## src/rtl/float_cmp_arbiter.sv

```systemverilog
// float_cmp_arbiter: round-robin front end that time-shares one float
// comparator among N_REQ requesters. One issue per cycle, at most one
// compare outstanding per requester, and responses come back tagged with
// the requester id in grant order. The parameters must satisfy
// 2**ID_W >= N_REQ and CMP_LAT >= 1.
module float_cmp_arbiter #(
  parameter int N_REQ   = 4,
  parameter int ID_W    = 2,
  parameter int CMP_LAT = 1
) (
  input  logic                  clock,
  input  logic                  reset_n,
  input  logic [N_REQ-1:0]      req,
  input  logic [32*N_REQ-1:0]   req_a,
  input  logic [32*N_REQ-1:0]   req_b,
  output logic [N_REQ-1:0]      gnt,
  output logic [31:0]           cmp_a,
  output logic [31:0]           cmp_b,
  output logic                  cmp_valid,
  input  logic                  cmp_is_higher,
  output logic                  rsp_valid,
  output logic [ID_W-1:0]       rsp_id,
  output logic                  rsp_is_higher,
  output logic                  busy
);

  logic [ID_W-1:0]  ptr;
  logic [N_REQ-1:0] pending;
  logic [N_REQ-1:0] eligible;
  logic [N_REQ-1:0] grant;
  logic [N_REQ-1:0] rsp_clr;
  logic             grant_any;
  logic [ID_W-1:0]  grant_id;
  logic [31:0]      sel_a;
  logic [31:0]      sel_b;
  // id of the compare currently presented on cmp_a/cmp_b
  logic [ID_W-1:0]  issue_id;
  // tag pipeline lines the issued id up with the comparator result
  logic [CMP_LAT-1:0] tag_v;
  logic [ID_W-1:0]    tag_id [CMP_LAT];

  assign eligible = req & ~pending;
  assign busy     = |pending;
  // grant is forced low while reset is asserted so gnt reads 0 immediately
  assign gnt      = reset_n ? grant : '0;

  // Round-robin pick: first eligible at or above ptr, then wrap to below ptr.
  always_comb begin
    grant     = '0;
    grant_any = 1'b0;
    grant_id  = '0;
    sel_a     = '0;
    sel_b     = '0;
    for (int i = 0; i < N_REQ; i++) begin
      if (!grant_any && eligible[i] && (i >= int'(ptr))) begin
        grant_any = 1'b1;
        grant[i]  = 1'b1;
        grant_id  = ID_W'(i);
        sel_a     = req_a[32*i +: 32];
        sel_b     = req_b[32*i +: 32];
      end
    end
    for (int i = 0; i < N_REQ; i++) begin
      if (!grant_any && eligible[i] && (i < int'(ptr))) begin
        grant_any = 1'b1;
        grant[i]  = 1'b1;
        grant_id  = ID_W'(i);
        sel_a     = req_a[32*i +: 32];
        sel_b     = req_b[32*i +: 32];
      end
    end
  end

  // Decode the retiring tag into a one-hot pending clear.
  always_comb begin
    rsp_clr = '0;
    for (int i = 0; i < N_REQ; i++) begin
      if (tag_v[CMP_LAT-1] && (tag_id[CMP_LAT-1] == ID_W'(i))) rsp_clr[i] = 1'b1;
    end
  end

  // Issue side: pointer advance, operand launch and pending bookkeeping.
  always_ff @(posedge clock or negedge reset_n) begin
    if (!reset_n) begin
      ptr       <= '0;
      pending   <= '0;
      cmp_a     <= '0;
      cmp_b     <= '0;
      cmp_valid <= 1'b0;
      issue_id  <= '0;
    end else begin
      cmp_valid <= grant_any;
      pending   <= (pending | grant) & ~rsp_clr;
      if (grant_any) begin
        cmp_a    <= sel_a;
        cmp_b    <= sel_b;
        issue_id <= grant_id;
        ptr      <= (grant_id == ID_W'(N_REQ-1)) ? '0 : grant_id + 1'b1;
      end
    end
  end

  // Tag shift pipeline covering the comparator latency.
  always_ff @(posedge clock or negedge reset_n) begin
    if (!reset_n) begin
      tag_v <= '0;
      for (int s = 0; s < CMP_LAT; s++) tag_id[s] <= '0;
    end else begin
      tag_v[0]  <= cmp_valid;
      tag_id[0] <= issue_id;
      for (int s = 1; s < CMP_LAT; s++) begin
        tag_v[s]  <= tag_v[s-1];
        tag_id[s] <= tag_id[s-1];
      end
    end
  end

  // Response capture: the retiring tag qualifies the comparator result.
  always_ff @(posedge clock or negedge reset_n) begin
    if (!reset_n) begin
      rsp_valid     <= 1'b0;
      rsp_id        <= '0;
      rsp_is_higher <= 1'b0;
    end else begin
      rsp_valid <= tag_v[CMP_LAT-1];
      if (tag_v[CMP_LAT-1]) begin
        rsp_id        <= tag_id[CMP_LAT-1];
        rsp_is_higher <= cmp_is_higher;
      end
    end
  end

endmodule

```

## config.mk

```make
export PLATFORM = sky130hd
export DESIGN_NAME = float_cmp_arbiter
export DESIGN_NICKNAME = d
export VERILOG_FILES = /design/src/rtl/float_cmp_arbiter.sv
export SDC_FILE = /design/constraint.sdc
export NUM_CORES = 1
export LEC_CHECK = 0
export CORE_MARGIN = 4
export CORE_UTILIZATION = 35
export DETAILED_ROUTE_END_ITERATION = 8
export DONT_BUFFER_PORTS = 1
export PLACE_DENSITY_LB_ADDON = 0.12
export SLEW_MARGIN = 30
export SYNTH_ARGS = -nofsm -noshare
export SYNTH_HDL_FRONTEND = slang
export SYNTH_SLANG_ARGS = --single-unit
```

## constraint.sdc

```tcl
create_clock -name clock -period 2.3 [get_ports clock]
set_clock_uncertainty 0.05 [all_clocks]
set_input_delay 0.23 -clock clock [delete_from_list [all_inputs] [get_ports clock]]
set_output_delay 0.23 -clock clock [all_outputs]
set_load 0.03 [all_outputs]
```

==> out/qor.yml <==
vdd_ir_drop_max_mv: 0.6584
critPathLaunchType: "flop"
synth_edf_count: 0
slew_violations: 0
worstHoldPathType: "in -> reg"
fin_crit_ns: 2.234
numPortBuffers: 0
vias: 7670
grt_first_pass_wirelength_um: 47580
cts.clk_slew.worst_paths_ns: 0.07
min-delay-start: "req_b[79]"
dr.pass1.iters: 8
whs_path_depth: 2
critical_path_required_ns: 2.02
slew-limit-headroom_pct: 44.04
clkLatencyLatePin_ns: 0.35
syn_area_per_cell_um2: 8.153
p_per_area_nw_per_um2: 1476
power.leakage_uw: 0.003535
end_kind: "output pin"
cp_max_fo: 7
cp_slowest_cell: "dfrtp_2"
reg2reg_setup_slack_ns: 0.16
ys.warnings.count: 0
area_delta_synth_final_pct: 14.68
std_cell_rows: 51
clockRootBuffer: "clkbuf_16"
syn_inst: 874
synthTopCellsByArea: "dfrtp_1 28%, and2_1 11%, mux2i_1 9.0%"
core_um2: 19720
seq_area_um2: 2006
fin_cells: 1129
r2r-end: "cmp_b[1]$_DFFE_PN0P_"
ys_seq_elements: 80
setup_viol: 0
synthesis.nets: 1137
nFillCells: 1961
dieArea_um2: 22710
grt-ovfl-total: 0
grt_antenna_before_repair: 4
status: "finished, final reports clean"
initial_core_util_pct: 36.14
place_ws_ns: 0.1450
yosysTopAreaCell: "dfrtp_1"
hold_ws_ns: 0.01675
multiInputGateArea_um2: 4713
cap_violations: 0
drive_above_1_share_pct: 9.524
clkPwrFrac_pct: 14.3
die_height_um: 150.7
drc: 0
holdPathEnd: "cmp_b[15]$_DFFE_PN0P_"
die_w_um: 150.7
clk_path_buf_depth: 2
syn_area_um2: 7126
ant_nets: 0
worst_slew_pin_slew_ns: 0.8367
synth-main-ff-cell: "dfrtp_1"
final_nets: 1119
cts_sinks: 80
r2r_cells: 6
grtUsageTotal_pct: 27.15
most-common-layout-cells: "130 x nand2_1, 130 x and2_1, 77 x dfrtp_1, 66 x a32oi_1, 65 x and3_1"
synth_cell_types: 44
crit_arrival_ns: 1.95
synth_top_area_share_pct: 28.09
r2r-start: "ptr[1]$_DFFE_PN0P_"
pin_count: 337
switchingPower_uw: 6275
first_global_vias: 8173
cts_tree: "yes"
max_stage_delay_ns: 0.48
hpwl_um: 20890
p_sw_share_pct: 52.03
rsz0062_at_grt: "true"
seq_area_frac_synth_pct: 28.09
gp_congestion: 0.8531
critical_path_class: "reg -> out"
setup_ws_ns: 0.06599
utilization_pct: 41.44
via_per_inst: 6.794
dr.first_iter.drc_count: 531
cts.htree.levels: 3
ys_async_sr_fraction_pct: 100.0
wirelength_um: 32600
pwr-share-seq_pct: 33.9
placedCellCount: 1078
hold_violations: 0
grt_max_degree: 81
numCtsBuffers: 9
wl_per_cell_um: 28.87
combPwrFrac_pct: 51.7
fmax_mhz: 447.6
min_period_over_period_pct: 97.13
finalPower_uw: 12060
path_cells: "nor3b_1 > o22ai_4 > and2_1 > and3_1 > buf_4"
cellInternalPower_uw: 5786
Yosys cell counts, types with 3 or more instances:
cell type  instances
clkbuf_1          34
inv_1              6
clkbuf_2           3
and2_1           130
and3_1            65
buf_1              7
nand2_1          130
dfrtp_1           80
buf_4              6
buf_2             48
nand2b_1           4
o211ai_1          64
nand3_1           64
a221oi_1          64
a32oi_1           66
a31oi_1            3
nor2_1             3
mux2i_1           64
kinds of logic (layout without fill, tap and decap cells):
kind of cell / after synthesis / after routing / synth area share (%)
mux: 66 / 66 / 9.306
flops: 80 / 80 / 28.09
simple gates: 413 / 413 / 31.03
other cells: 0 / 3 / 0
compound gates: 211 / 211 / 24.88
buf+inv: 104 / 91 / 6.690
how the worst max path moves through the flow:
| stage | slack, ns | to | from | depth (start not counted) |
|---|---|---|---|---|
| after global placement | 0.25 | cmp_a[5]$_DFFE_PN0P_ | pending[0]$_DFF_PN0_ | 5 |
| after detailed placement | 0.15 | cmp_b[1]$_DFFE_PN0P_ | pending[0]$_DFF_PN0_ | 5 |
| after CTS | 0.02 | gnt[3] | ptr[1]$_DFFE_PN0P_ | 6 |
| after global routing | -0.02 | gnt[3] | ptr[1]$_DFFE_PN0P_ | 6 |
| after floorplan | 0.40 | gnt[2] | ptr[1]$_DFFE_PN0P_ | 6 |
| final | 0.07 | gnt[3] | ptr[0]$_DFFE_PN0P_ | 5 |
critical path, delay by kind of cell (launching register included):
family	cells	cell delay [ns]
simple gates	3	0.78
buf+inv	1	0.16
compound gates	1	0.18
flops	1	0.48
area by class of cell:
| class | instances | area share (%) |
|---|---|---|
| multi-input combinational | 690 | 57.68 |
| sequential | 80 | 24.54 |
| timing repair buffer | 69 | 9.126 |
| tap | 265 | 4.058 |
| clock buffer | 9 | 2.756 |
| clock inverter | 7 | 1.470 |
| inverter | 6 | 0.2756 |
| antenna | 3 | 0.09187 |
metrics by stage:
stage | TNS (ns) | area, um2
floorplan | 0 | 7126
global placement | 0 | 7461
detailed placement | 0 | 7461
CTS | 0 | 8133
global route | -0.01502 | 8169
finish | 0 | 8172
sequential cells by signal, summed over array words and instances, names as in the netlist:
| signal | flops |
|---|---|
| ptr | 2 |
| pending | 4 |
| cmp_valid | 1 |
| cmp_a | 32 |
| tag_id | 2 |
| issue_id | 2 |
| tag_v | 1 |
| rsp_id | 2 |
| rsp_is_higher | 1 |
| rsp_valid | 1 |
| cmp_b | 32 |
power by group through the flow:
stage | clock network (uW) | logic, uW | registers [uW]
floorplan | 0 | 4350 | 3800
global placement | 0 | 5750 | 4130
detailed placement | 0 | 5940 | 4140
CTS | 1770 | 6130 | 4120
global route | 1820 | 6710 | 4170
finish | 1730 | 6240 | 4090
per-layer routing:
metal	routed length [um]	share of wire [%]	up-vias	GRT usage, %
li1	-	-	3266	-
met1	11170	34	3772	29.49
met2	16040	49	539	46.80
met3	4257	13	89	10.26
met4	1110	3.4	4	12.60
met5	23	0.071	-	0
what timing repair did:
item	in CTS	in global routing
resized for setup	4	3
hold endpoints to repair	104	0
hold buffers	26	0
endpoints found under the setup margin	3	3
cloned	0	0
setup buffers	3	3
pin swaps	2	0
Note: power is estimated with default switching activity, not from simulation.
